### src/rtl/music_mem_loader.sv
// music_mem_loader: receives a song over a valid/ready byte stream and writes it
// into a 256x8 music memory. The stream is one note-count byte N followed by
// 2N data bytes, which alternate note code and duration.
// Optional feature macro: MUSIC_LOADER_CHECKSUM_EN adds a trailing XOR checksum
// byte covering N and all data bytes. A mismatch aborts the load.
//
// state | meaning
// ------+------------------------------------------------------------
// IDLE  | waiting for start; no load has run since reset
// LEN   | waiting for the note-count byte N
// DATA  | receiving 2N note/duration bytes and writing them to memory
// CSUM  | waiting for the checksum byte (MUSIC_LOADER_CHECKSUM_EN only)
// DONE  | last load succeeded; load_done held until the next start
// ERR   | last load aborted; load_error held until the next start
module music_mem_loader #(
  parameter int TIMEOUT_CYCLES = 50000,
  parameter int MAX_NOTES      = 128
) (
  input  logic       clock,
  input  logic       reset,
  input  logic       start,
  input  logic [7:0] byte_in,
  input  logic       byte_valid,
  output logic       byte_ready,
  output logic       mem_we,
  output logic [7:0] mem_addr,
  output logic [7:0] mem_wdata,
  output logic       busy,
  output logic       load_done,
  output logic       load_error,
  output logic [6:0] song_len
);

  localparam int             TW      = (TIMEOUT_CYCLES > 2) ? $clog2(TIMEOUT_CYCLES) : 1;
  localparam logic [TW-1:0]  TO_LOAD = TW'(TIMEOUT_CYCLES - 1);
  localparam logic [8:0]     MAX_N9  = 9'(MAX_NOTES);

  typedef enum logic [2:0] {
    IDLE = 3'd0,
    LEN  = 3'd1,
    DATA = 3'd2,
`ifdef MUSIC_LOADER_CHECKSUM_EN
    CSUM = 3'd3,
`endif
    DONE = 3'd4,
    ERR  = 3'd5
  } state_t;

  state_t     state;
  state_t     next_state;

  logic [TW-1:0] to_cnt;
  logic [7:0]    byte_cnt;
  logic [6:0]    n_m1;

  logic accept;
  logic start_load;
  logic len_ok;
  logic last_byte;
  logic to_zero;
  logic enter_done;

`ifdef MUSIC_LOADER_CHECKSUM_EN
  logic [7:0] csum;
  logic       csum_ok;
`endif

  // State register.
  always_ff @(posedge clock) begin
    if (reset) begin
      state <= IDLE;
    end else begin
      state <= next_state;
    end
  end

  // Next-state decode and handshake/status outputs.
  always_comb begin
    next_state = state;
    byte_ready = 1'b0;
    busy       = 1'b0;
    load_done  = 1'b0;
    load_error = 1'b0;
    start_load = 1'b0;
    len_ok     = (byte_in != 8'd0) && ({1'b0, byte_in} <= MAX_N9);
    // The final data byte sits at address 2N-1 = {N-1, 1}; comparing against
    // that avoids needing a 9-bit byte counter for N = 128.
    last_byte  = (byte_cnt == {n_m1, 1'b1});
    to_zero    = (to_cnt == '0);
`ifdef MUSIC_LOADER_CHECKSUM_EN
    csum_ok    = (byte_in == csum);
`endif
    case (state)
      IDLE, DONE, ERR: begin
        load_done  = (state == DONE);
        load_error = (state == ERR);
        if (start) begin
          start_load = 1'b1;
          next_state = LEN;
        end
      end
      LEN: begin
        byte_ready = 1'b1;
        busy       = 1'b1;
        if (byte_valid) begin
          next_state = len_ok ? DATA : ERR;
        end else if (to_zero) begin
          next_state = ERR;
        end
      end
      DATA: begin
        byte_ready = 1'b1;
        busy       = 1'b1;
        if (byte_valid) begin
          if (last_byte) begin
`ifdef MUSIC_LOADER_CHECKSUM_EN
            next_state = CSUM;
`else
            next_state = DONE;
`endif
          end
        end else if (to_zero) begin
          next_state = ERR;
        end
      end
`ifdef MUSIC_LOADER_CHECKSUM_EN
      CSUM: begin
        byte_ready = 1'b1;
        busy       = 1'b1;
        if (byte_valid) begin
          next_state = csum_ok ? DONE : ERR;
        end else if (to_zero) begin
          next_state = ERR;
        end
      end
`endif
      default: begin
        next_state = IDLE;
      end
    endcase
    accept     = byte_ready & byte_valid;
    enter_done = (next_state == DONE) && (state != DONE);
  end

  // Idle-gap timer: reloads on load start and on every accepted byte, then
  // counts down; the terminal count is only acted on when no byte arrives.
  always_ff @(posedge clock) begin
    if (reset) begin
      to_cnt <= '0;
    end else if (start_load || accept) begin
      to_cnt <= TO_LOAD;
    end else if (busy && !to_zero) begin
      to_cnt <= to_cnt - 1'b1;
    end
  end

  // Note count capture and data byte addressing.
  always_ff @(posedge clock) begin
    if (reset) begin
      byte_cnt <= 8'd0;
      n_m1     <= 7'd0;
    end else if (start_load) begin
      byte_cnt <= 8'd0;
    end else if (accept) begin
      if (state == LEN && len_ok) begin
        n_m1 <= 7'(byte_in - 8'd1);
      end
      // Holding on the last byte keeps the counter from wrapping at N = 128.
      if (state == DATA && !last_byte) begin
        byte_cnt <= byte_cnt + 8'd1;
      end
    end
  end

  // Memory write port: one registered write per accepted data byte.
  always_ff @(posedge clock) begin
    if (reset) begin
      mem_we    <= 1'b0;
      mem_addr  <= 8'd0;
      mem_wdata <= 8'd0;
    end else begin
      mem_we <= 1'b0;
      if (accept && state == DATA) begin
        mem_we    <= 1'b1;
        mem_addr  <= byte_cnt;
        mem_wdata <= byte_in;
      end
    end
  end

  // Song length only updates on a successful load.
  always_ff @(posedge clock) begin
    if (reset) begin
      song_len <= 7'd0;
    end else if (enter_done) begin
      song_len <= n_m1;
    end
  end

`ifdef MUSIC_LOADER_CHECKSUM_EN
  // Running XOR over the count byte and every data byte.
  always_ff @(posedge clock) begin
    if (reset || start_load) begin
      csum <= 8'd0;
    end else if (accept && (state == LEN || state == DATA)) begin
      csum <= csum ^ byte_in;
    end
  end
`endif

endmodule
### config.mk
export PLATFORM = sky130hd
export DESIGN_NAME = music_mem_loader
export DESIGN_NICKNAME = d
export VERILOG_FILES = /design/src/rtl/music_mem_loader.sv
export SDC_FILE = /design/constraint.sdc
export NUM_CORES = 1
export LEC_CHECK = 0
export CAP_MARGIN = 5
export CORE_MARGIN = 5
export CORE_UTILIZATION = 30
export CTS_CLUSTER_SIZE = 12
export DETAILED_ROUTE_END_ITERATION = 8
export SYNTH_ARGS = -nofsm -noshare
export SYNTH_HDL_FRONTEND = slang
export SYNTH_SLANG_ARGS = --single-unit
### constraint.sdc
create_clock -name clock -period 7.8 [get_ports clock]
set_input_delay 1.56 -clock clock [delete_from_list [all_inputs] [get_ports clock]]
set_output_delay 1.56 -clock clock [all_outputs]
set_load 0.005 [all_outputs]
After elaboration in Yosys (flattened, before gate mapping). Cells that the tools add are included.

Logic and storage cells: 56. Bits of input ports: 12. Output and inout bits: 28. Register bits: 58.

Reductions and logical operators: 19. Mux-type cells: 15. Add/sub/neg operators: 3. Order comparisons: 1. Bitwise operators: 2. Equal/unequal tests: 7.

Operators with widths (count): 2-to-1 mux 16 bit (2); 2-to-1 mux 3 bit (6); zero test 16 bit (1); subtractor 16 x 1 -> 16 bit (second input constant) (1); == test 3 bit (second input constant) (3); one-hot mux 3 bit (3 select lines) (1); adder 8 x 1 -> 8 bit (second input constant) (1); == test 8 bit (1); <= comparator 8 bit (second input constant) (1); nonzero test 8 bit (1); subtractor 7 x 1 -> 7 bit (second input constant) (1); logical AND 1 bit (6); 2-to-1 mux 1 bit (6); OR reduction 2 bit (3); == test 3 x 1 -> 1 bit (second input constant) (1); == test 3 x 2 -> 1 bit (second input constant) (1); zero test 3 bit (1); != test 3 bit (second input constant) (1); AND reduction 3 bit (1); OR reduction 3 bit (1); zero test 1 bit (2); AND reduction 2 bit (1); nonzero test 2 bit (1); bitwise AND 1 bit (1); 2 further kinds (2).

Longest topological paths before layout. Gate-level depths: netlist of run 1.

Depth after elaboration: 7. Depth in mapped cells: 10. Depth with buffers taken out: 8.

Worst setup path after synthesis of run 1. No wires, ideal clock.

Path kind: input-to-reg. Start point: input byte_in[0]. End point: register song_len[0]. Setup slack: 3954 ps. Data required time: 7728 ps. Setup time: 72 ps. Cell stages on the path: 8. Arrival time: 3775 ps. Path buffers: 0. Cell sequence: inv_1 -> ha_1 -> or3b_4 -> or3_4 -> and3_1 -> o31a_1 -> a2111oi_4 -> mux2i_1.

Longest elaborated chain between the ends: 7. Elaborated cells on any way between the ends: 8. Classes of those cells: 1 x order compare; 1 x eq/ne; 3 x mux; 3 x reduce/logical.

RTL lines: start: declaration (RTL line 22) `input logic [7:0] byte_in,`; <= comparator 8 bit / nonzero test 8 bit (equally long branches) (RTL line 85) `len_ok = (byte_in != 8'd0) && ({1'b0, byte_in} <= MAX_N9);`; logical AND 1 bit (*) (RTL line 85); 2-to-1 mux 3 bit (*) (RTL line 106) `next_state = len_ok ? DATA : ERR;`; 2-to-1 mux 3 bit (*) (RTL line 105) `if (byte_valid) begin`; one-hot mux 3 bit (3 select lines) (*) (RTL line 93) `case (state)`; == test 3 bit (*) (RTL line 142) `enter_done = (next_state == DONE) && (state != DONE);`; logical AND 1 bit (*) (RTL line 142); end signal: assignment (RTL line 196) `song_len <= n_m1;`; end: declaration (RTL line 31) `output logic [6:0] song_len`.

Every way passes the cells marked *; elsewhere a longest branch is shown, timed or not. A chain may end at the register's enable or synchronous reset.

Worst setup path after layout of run 1.
Start point: input byte_in[0]. End point: register song_len[1].

Same word-level chain as after synthesis.

==> results.tsv, run 1 <==
metric	value	unit
I/O Pins	40	
P&R area growth vs syn	23.4	%
TNS Setup	0	ns
Clock Latency Late Sink	0.34	ns
Logic pwr share	14.7	%
mapped cell area	0.00277	mm^2
Seq/Total Area, Yosys	41.9	%
aggregate global-route resource usage	11.8	%
initial antenna violation count	0	
drc violations	0	
Critical Path Max Stage Delay	0.69	ns
Cell Chain, Critical Path	clkdlybuf4s50_1, inv_1, ha_1, or3b_4, or3_4, and3_1, o31a_1, a2111oi_4, mux2i_1	
Yosys cell types	46	
Ys Warns	0	
Num CTS Buffers	9	
# nets final	374	
clk_skew	0.0113	ns
Max Fclk	238	MHz
final hold viol count	0	
GR Overflow Total	0	
vias per cell	4.75	
first-pass GRT wire length	10600	um
clock tree sinks	58	
Sw Share	26.7	%
DRT iter0 DRCs	75	
worst hold path class	reg -> reg	
NetSw	190	uW
wire per inst	13.2	um
clock network power share	39.8	%
outcome	complete, no violations	
Cells after Synth	323	
commonest non-fill, non-tap cell in the layout	dfxtp_1	
Pint	522	uW
Reg power frac	45.5	%
CTS clk-pin slew, worst paths	0.06	ns
# resized after CTS	0	
Initial Util	30.4	%
root buffer cell	clkbuf_8	
worst vdd ir	0.0743	mV
largest net degree at the start of global routing	51	
Routed Antenna Nets	0	
Max Slew Vio Count	0	
asr flop ratio synth	0	%
CP max FO	7	
CTS tree	built	
area leader, netlist	dfxtp_1	
global placer's final weighted congestion	0.819	
# hold bufs at CTS	0	
worst path required time	8.06	ns
via count	2254	
CP top delay family	simple AND/OR/NAND/NOR gates	
CORE AREA	0.00911	mm^2
Detailed Routing Iterations Pass 1	4	
die width	106	um
pwr dens	208	mW/mm^2
critical path class	in -> reg	
max cap viols	0	
synth top area cells	dfxtp_1 42%, a21oi_1 6.0%, nand2_1 6.0%, xnor2_1 5.4%, nor2_1 4.7%	
CP Buf/Inv Count	2	
Main synth FF type	dfxtp_1	
Slew HR	47.1	%
Post-CTS Setup Bufs	0	
post-synth top area share	41.9	%
number of setup violations in the final report	0	
Post-synth EDFFs	0	
FF+latch count, synth	58	
slowest stage cell, crit path	a2111oi_4	
number of port buffers	39	
Worst EP arrival	4.46	ns
RSZ-0062 raised after global routing	false	
Diodes inserted	0	
Setup WS pre-CTS	3.27	ns
Max Root-Sink Buffers	2	
fin crit period	4.20	ns
Die Y	106	um
dpl hpwl	4340	um
number of global-route vias before repair	2186	
Post-Syn Nets	338	
Leakage	1.18	nW
# rows	35	
fraction of layout instances using a drive strength above 1	8.24	%
H-tree depth	3	
crit start category	primary input	
Fillers	959	
die area	0.0113	mm^2
CP endpoint kind	register	
Final Cycle Share	53.9	%
Total Wirelength	6280	um
Worst-Margin Slew	0.794	ns
syn_area_per_cell	8.57	um^2
worst setup margin	3.60	ns
most frequent cells in the layout	58 x dfxtp_1, 44 x nand2_1, 39 x clkdlybuf4s50_1	
-- kinds of logic after synthesis --
| group | Yosys count | share of synthesized area (%) |
|---|---|---|
| AO/OA/AOI/OAI | 54 | 12.1 |
| flip-flops | 58 | 41.9 |
| adder cells (fa/ha/maj) | 3 | 1.36 |
| multiplexers | 9 | 3.25 |
| AND/OR/NAND/NOR | 145 | 26.9 |
| XOR/XNOR | 31 | 9.81 |
| buffers and inverters | 23 | 4.61 |
-- Yosys cell counts (6+ instances only) --
library cell	n
a211oi_1	7
nand4_1	6
nor4_1	7
nand2_1	44
xor2_1	14
nand2b_1	10
nor3_1	6
clkbuf_1	9
xnor2_1	17
a21oi_1	33
inv_1	7
dfxtp_1	58
nor2_1	35
mux2i_1	9
-- final timing paths --
kind / slack (ns) / cells past startpoint / start / to
max reg2reg: 5.09 / 8 / to_cnt[0]$_SDFFE_PP0P_ / song_len[1]$_SDFFE_PP0P_
max: 3.60 / 9 / byte_in[0] / song_len[1]$_SDFFE_PP0P_
min reg2reg: 0.45 / 2 / mem_addr[3]$_SDFFE_PP0P_ / mem_addr[3]$_SDFFE_PP0P_
min: 0.45 / 2 / mem_addr[3]$_SDFFE_PP0P_ / mem_addr[3]$_SDFFE_PP0P_
-- metrics by stage --
step / cell area [um^2] / total power, mW / util, % / instances / hold WS, ns
floorplan: 2770 / 0.406 / - / 323 / 0.453
global placement: 3200 / 0.432 / 35.2 / 458 / 0.443
detailed placement: 3200 / 0.434 / 35.2 / 458 / 0.447
CTS: 3410 / 0.721 / 37.4 / 474 / 0.455
global route: 3420 / 0.749 / 37.5 / 475 / 0.488
finish: 3420 / 0.712 / 37.5 / 475 / 0.453
-- power by group through the flow --
stage | registers [mW] | logic [mW] | clock network (mW)
global placement | 0.329 | 0.103 | 0
finish | 0.324 | 0.105 | 0.283
detailed placement | 0.330 | 0.104 | 0
global route | 0.326 | 0.117 | 0.306
CTS | 0.323 | 0.105 | 0.293
floorplan | 0.324 | 0.0817 | 0
-- worst min-delay path, delay by kind of cell (launching register included) --
| family | cells | cell delay (ns) |
|---|---|---|
| AOI/OAI and AO/OA | 1 | 0.05 |
| DFF | 1 | 0.30 |
| and+or+nand+nor | 1 | 0.05 |
-- area by class of cell --
class                      instances  area, um^2  area share (%)
sequential                        58        1160            34.0
tap                              111         139            4.06
clock inverter                     4        50.0            1.46
inverter                           7        26.3           0.769
multi-input combinational        242        1480            43.3
timing repair buffer              41         405            11.9
clock buffer                      12         155            4.54
-- routing by layer --
metal  part of all wire (%)  up-vias  global-route usage (%)  wire length, um
met5                      0        -                       0                0
met4                    1.1        0                    5.55               72
met3                    2.5        5                    3.28              156
met2                     45       26                    18.0             2800
met1                     52     1045                    15.5             3250
li1                       -     1178                       -                -
-- registers in the layout, indices dropped and copies added (netlist names) --
signal / flops
mem_we: 1
n_m1: 7
song_len: 7
to_cnt: 16
state: 3
mem_addr: 8
byte_cnt: 8
mem_wdata: 8
Power figures use the tool's default switching activity.
==> run 2, diff against run 1 <==
- clock period: 7.8 -> 3.9 ns (I/O delays scaled with it)
==> run 2 against run 1 <==
  * Final area grew 0.84%
  * First-iteration DRC count is 19% higher
  * Critical endpoint is now song_len[5]$_SDFFE_PP0P_
  * Core utilization increased by 0.32 points
  * Combinational power grew 100%
  * Sequential power grew 100%
  * Critical path depth increased by 1
  * Cell count rose by 0.42%
  * Via count up 2.3%
  * Register-to-register slack worse by 3.6 ns
  * Clock-buffer cell count shrank 1
  * Largest cell class unchanged
  * Largest power group unchanged
  * Non-clock buffer count is 2 higher
  * Highest routed layer unchanged
==> results.tsv, run 2 (synthesis results as in run 1) <==
metric	value	unit	change
outcome	complete, no violations		unchanged
via count	2306		was 2254
die width	106	um	unchanged
Worst EP arrival	3.49	ns	was 4.46 ns
worst path required time	4.17	ns	was 8.06 ns
wire per inst	13.1	um	was 13.2 um
fin util	37.8	%	was 37.5%
H-tree depth	3		unchanged
fin crit period	3.22	ns	
number of port buffers	39		unchanged
# hold bufs at CTS	0		unchanged
Final Cycle Share	82.5	%	
met1 Use GR	14.9	%	was 15.5%
Worst-Margin Slew	0.689	ns	was 0.794 ns
worst vdd ir	0.162	mV	was 0.0743 mV
global placer's final weighted congestion	0.828		was 0.819
Max Root-Sink Buffers	2		unchanged
Reg with most FFs	to_cnt		unchanged
Diodes inserted	0		unchanged
dpl hpwl	4470	um	was 4340 um
initial antenna violation count	0		unchanged
pwr dens	426	mW/mm^2	was 208 mW/mm^2
CP endpoint kind	register		unchanged
Max Slew Vio Count	0		unchanged
Critical Path Max Stage Delay	0.47	ns	was 0.69 ns
Total Wirelength	6230	um	was 6280 um
worst hold path class	reg -> reg		unchanged
Routed Antenna Nets	0		unchanged
DRT iter0 DRCs	89		was 75
CP max FO	7		unchanged
max cap viols	0		unchanged
critical path class	in -> reg		unchanged
# resized after CTS	0		unchanged
global routing's busiest layer	met2		unchanged
die area	0.0113	mm^2	unchanged
commonest non-fill, non-tap cell in the layout	dfxtp_1		unchanged
CTS clk-pin slew, worst paths	0.07	ns	was 0.06 ns
root buffer cell	clkbuf_8		unchanged
Critical R2R Launch	to_cnt[8]$_SDFFE_PP0P_		was to_cnt[0]$_SDFFE_PP0P_
TNS Setup	0	ns	unchanged
M3 GR Usage	2.67	%	was 3.28%
Slew HR	53.9	%	was 47.1%
Post-CTS Setup Bufs	0		unchanged
RR Endpoint	song_len[5]$_SDFFE_PP0P_		was song_len[1]$_SDFFE_PP0P_
CP top delay family	simple AND/OR/NAND/NOR gates		unchanged
Cell Chain, Critical Path	clkdlybuf4s50_1, inv_1, ha_1, or3b_4, or3_4, and3_1, o31a_1, a2111oi_4, buf_4, mux2i_1		was clkdlybuf4s50_1, inv_1, ha_1, or3b_4, or3_4, and3_1, o31a_1, a2111oi_4, mux2i_1
clk_skew	0.0128	ns	was 0.0113 ns
RSZ-0062 raised after global routing	false		unchanged
CP Buf/Inv Count	3		was 2
I/O Pins	40		unchanged
Initial Util	30.4	%	unchanged
fraction of layout instances using a drive strength above 1	8.74	%	was 8.24%
CORE AREA	0.00911	mm^2	unchanged
Global Route met2 Usage	18.3	%	was 18.0%
reg2reg path depth	7		was 8
crit start category	primary input		unchanged
hold path depth	2		unchanged
reg-to-reg slack, setup	1.45	ns	was 5.09 ns
drc violations	0		unchanged
worst setup path start	byte_in[0]		unchanged
Max Fclk	311	MHz	
number of global-route vias before repair	2231		was 2186
final total power	1.47	mW	was 712 uW
first-pass GRT wire length	10500	um	was 10600 um
Clock Latency Late Sink	0.34	ns	about the same
Leakage	1.20	nW	was 1.18 nW
placed cells	461		was 458
number of setup violations in the final report	0		unchanged
# nets final	376		was 374
CTS tree	built		unchanged
Num CTS Buffers	9		unchanged
vias per cell	4.83		was 4.75
most frequent cells in the layout	58 x dfxtp_1, 44 x nand2_1, 39 x clkdlybuf4s50_1		unchanged
FF+latch area	0.00116	mm^2	unchanged
P&R area growth vs syn	24.4	%	was 23.4%
final hold viol count	0		unchanged
Detailed Routing Iterations Pass 1	4		unchanged
Crit path depth	10		was 9
area occupied by multi-input gates	0.00148	mm^2	unchanged
clock tree sinks	58		unchanged
# rows	35		unchanged
max FFs per register	16		unchanged
Fillers	943		was 959
Setup crit end	song_len[5]$_SDFFE_PP0P_		was song_len[1]$_SDFFE_PP0P_
aggregate global-route resource usage	11.7	%	was 11.8%
slowest stage cell, crit path	clkdlybuf4s50_1		was a2111oi_4
largest net degree at the start of global routing	50		was 51
GR Overflow Total	0		unchanged
Non-Filler Instances	477		was 475
Die Y	106	um	unchanged
[run 2: worst min-delay path by stage]
stage | slack [ns] | end | startpoint
floorplan | 0.45 | mem_addr[0]$_SDFFE_PP0P_ | mem_addr[0]$_SDFFE_PP0P_
global placement | 0.44 | mem_wdata[0]$_SDFFE_PP0P_ | mem_wdata[0]$_SDFFE_PP0P_
detailed placement | 0.45 | mem_wdata[6]$_SDFFE_PP0P_ | mem_wdata[6]$_SDFFE_PP0P_
CTS | 0.46 | mem_addr[3]$_SDFFE_PP0P_ | mem_addr[3]$_SDFFE_PP0P_
global route | 0.48 | mem_wdata[0]$_SDFFE_PP0P_ | mem_wdata[0]$_SDFFE_PP0P_
finish | 0.46 | mem_addr[3]$_SDFFE_PP0P_ | mem_addr[3]$_SDFFE_PP0P_
[run 2: where the power goes]
part           total [mW]  internal, mW  switching (mW)  leakage (nW)
Clock               0.611         0.375           0.236         0.109
Sequential          0.647         0.619          0.0285         0.471
Combinational       0.211        0.0974           0.113         0.618
[run 2: through the flow]
step	hold WS, ns	area (um^2)	setup WS [ns]
2_1_floorplan	0.453	2770	0.834
3_3_place_gp	0.443	3230	0.396
3_5_place_dp	0.451	3230	0.348
4_1_cts	0.461	3450	0.694
5_1_grt	0.478	3450	0.552
6_report	0.461	3450	0.683
[run 2: area by class of cell]
cell class | count | area share, %
flip-flops and latches | 58 | 33.7
clock inverters | 5 | 2.25
inverters | 7 | 0.763
well taps | 111 | 4.03
multi-input cells | 242 | 43.0
clock buffers | 11 | 4.10
repair buffers | 43 | 12.2
[run 2: worst register-to-register path: stages (launching register included)]
cell and delay [ns]:
dfxtp_1 0.34, nor4_1 0.49, nand4_1 0.39, a21o_1 0.29
o31a_1 0.13, a2111oi_4 0.32, buf_4 0.23, mux2i_1 0.20
[run 2: layer usage]
metal / vias to the layer above / part of all wire (%)
met2: 40 / 44
li1: 1182 / -
met5: - / 0
met1: 1073 / 51
met3: 11 / 3.2
met4: 0 / 2.3
==> run 3, diff against run 2 <==
- clock period: 3.9 -> 3.1 ns (I/O delays scaled with it)
==> run 3 against run 2 <==
  * Clock skew is 0.0010 ns higher
  * Global-route usage hardly changed
  * Clock-buffer cell count is 2 higher
  * Sequential share of layout area is 0.53 points lower
  * First-iteration DRC count is 19% higher
  * Die area stayed put
  * Register-to-register slack worse by 0.85 ns
  * Sequential cell count stayed put
==> results.tsv, run 3 (synthesis results as in run 1) <==
metric	value	unit	change
outcome	complete, no violations		unchanged
largest net degree at the start of global routing	37		was 50
Post-CTS Setup Bufs	0		unchanged
Leakage	1.24	nW	was 1.20 nW
via count	2321		was 2306
RR Endpoint	song_len[4]$_SDFFE_PP0P_		was song_len[5]$_SDFFE_PP0P_
Cell Chain, Critical Path	clkdlybuf4s50_1, inv_1, ha_1, or3b_4, or3_4, and3_1, o31a_1, a2111oi_4, buf_4, mux2i_1		unchanged
Max Root-Sink Buffers	2		unchanged
Fillers	949		was 943
Die Y	106	um	unchanged
Setup WS pre-CTS	-0.198	ns	was 0.348 ns
reg-to-reg slack, setup	0.60	ns	was 1.45 ns
global routing's busiest layer	met2		unchanged
fin crit period	2.94	ns	
Hold Path Sink	mem_wdata[0]$_SDFFE_PP0P_		was mem_addr[3]$_SDFFE_PP0P_
crit start category	primary input		unchanged
P&R area growth vs syn	26.4	%	was 24.4%
first-pass GRT wire length	10600	um	was 10500 um
worst path required time	3.35	ns	was 4.17 ns
Initial Util	30.4	%	unchanged
DRT iter0 DRCs	106		was 89
M3 GR Usage	2.91	%	was 2.67%
Worst EP arrival	3.20	ns	was 3.49 ns
Critical R2R Launch	to_cnt[0]$_SDFFE_PP0P_		was to_cnt[8]$_SDFFE_PP0P_
aggregate global-route resource usage	11.6	%	was 11.7%
CTS clk-pin slew, worst paths	0.07	ns	about the same
most frequent cells in the layout	58 x dfxtp_1, 44 x nand2_1, 39 x clkdlybuf4s50_1		unchanged
# rows	35		unchanged
Num CTS Buffers	9		unchanged
Placement Cell Area	0.00333	mm^2	was 0.00323 mm^2
dpl hpwl	4620	um	was 4470 um
# resized after CTS	0		unchanged
pwr dens	487	mW/mm^2	was 426 mW/mm^2
H-tree depth	3		unchanged
die width	106	um	unchanged
RSZ-0062 raised after global routing	false		unchanged
clock tree sinks	58		unchanged
final total power	1.71	mW	was 1.47 mW
number of global-route vias before repair	2240		was 2231
die area	0.0113	mm^2	unchanged
critical path class	in -> reg		unchanged
CP max FO	7		unchanged
hold path depth	2		unchanged
Total Wirelength	6270	um	was 6230 um
# hold bufs at CTS	0		unchanged
# nets final	388		was 376
CORE AREA	0.00911	mm^2	unchanged
slowest stage cell, crit path	clkdlybuf4s50_1		unchanged
worst hold path class	reg -> reg		unchanged
Clock Latency Late Sink	0.33	ns	was 0.34 ns
initial antenna violation count	0		unchanged
max FFs per register	16		unchanged
final hold viol count	0		unchanged
worst vdd ir	0.188	mV	was 0.162 mV
number of setup violations in the final report	0		unchanged
reg2reg path depth	9		was 7
Reg with most FFs	to_cnt		unchanged
GR Overflow Total	0		unchanged
Max Fclk	340	MHz	
drc violations	0		unchanged
Worst-Margin Slew	0.663	ns	was 0.689 ns
wire per inst	12.8	um	was 13.1 um
fin util	38.4	%	was 37.8%
max cap viols	0		unchanged
vias per cell	4.76		was 4.83
Layout Cell Area excl Fill	0.00350	mm^2	was 0.00345 mm^2
commonest non-fill, non-tap cell in the layout	dfxtp_1		unchanged
clk_skew	0.0138	ns	was 0.0128 ns
Slew HR	55.6	%	was 53.9%
CP endpoint kind	register		unchanged
Critical Path Max Stage Delay	0.42	ns	was 0.47 ns
I/O Pins	40		unchanged
Max Slew Vio Count	0		unchanged
Detailed Routing Iterations Pass 1	4		unchanged
Global Route met2 Usage	17.8	%	was 18.3%
worst setup margin	0.155	ns	was 0.683 ns
number of port buffers	39		unchanged
Hold Crit Start	mem_wdata[0]$_SDFFE_PP0P_		was mem_addr[3]$_SDFFE_PP0P_
met1 Use GR	15.3	%	was 14.9%
global placer's final weighted congestion	0.851		was 0.828
Routed Antenna Nets	0		unchanged
Final Cycle Share	95.0	%	
CTS tree	built		unchanged
fraction of layout instances using a drive strength above 1	11.1	%	was 8.74%
root buffer cell	clkbuf_8		unchanged
Diodes inserted	0		unchanged
run 3: layout make-up:
type | instances | area, um^2 | area share (%)
Multi-Input combinational cell | 242 | 1480 | 42.3
Inverter | 7 | 26.3 | 0.751
Clock inverter | 2 | 12.5 | 0.357
Tap cell | 111 | 139 | 3.97
Timing Repair Buffer | 55 | 523 | 14.9
Clock buffer | 13 | 159 | 4.54
Sequential cell | 58 | 1160 | 33.2
run 3: how the worst max path moves through the flow:
| stage | startpoint | to | slack, ns | cells after the start |
|---|---|---|---|---|
| floorplan | byte_in[0] | song_len[0]$_SDFFE_PP0P_ | 0.19 | 8 |
| global placement | byte_in[0] | song_len[2]$_SDFFE_PP0P_ | -0.14 | 10 |
| global route | byte_in[0] | song_len[5]$_SDFFE_PP0P_ | 0.03 | 10 |
| CTS | byte_in[1] | song_len[4]$_SDFFE_PP0P_ | 0.15 | 10 |
| finish | byte_in[0] | song_len[4]$_SDFFE_PP0P_ | 0.16 | 10 |
| detailed placement | byte_in[0] | song_len[0]$_SDFFE_PP0P_ | -0.20 | 10 |
run 3: power by group:
group	switching [mW]	internal, mW
Combinational	0.143	0.135
Clock	0.285	0.328
Sequential	0.0366	0.778
Total	0.464	1.24
run 3: metrics by stage:
stage	hold slack (ns)	cells	TNS (ns)
floorplan	0.453	323	0
global placement	0.443	473	-0.946
detailed placement	0.447	473	-1.30
CTS	0.456	488	0
global route	0.476	488	0
finish	0.456	488	0
run 3: critical path: cells and delay by family:
family / cells / cell delay, ns
adders and majority gates: 1 / 0.16
muxes: 1 / 0.20
buffers and inverters: 3 / 0.71
AOI/OAI and AO/OA: 2 / 0.59
and+or+nand+nor: 3 / 0.94
run 3: routing by layer:
| metal | vias up | part of all wire, % |
|---|---|---|
| met5 | - | 0 |
| met4 | 0 | 2.4 |
| met3 | 14 | 3.0 |
| met2 | 44 | 46 |
| met1 | 1058 | 49 |
| li1 | 1205 | - |
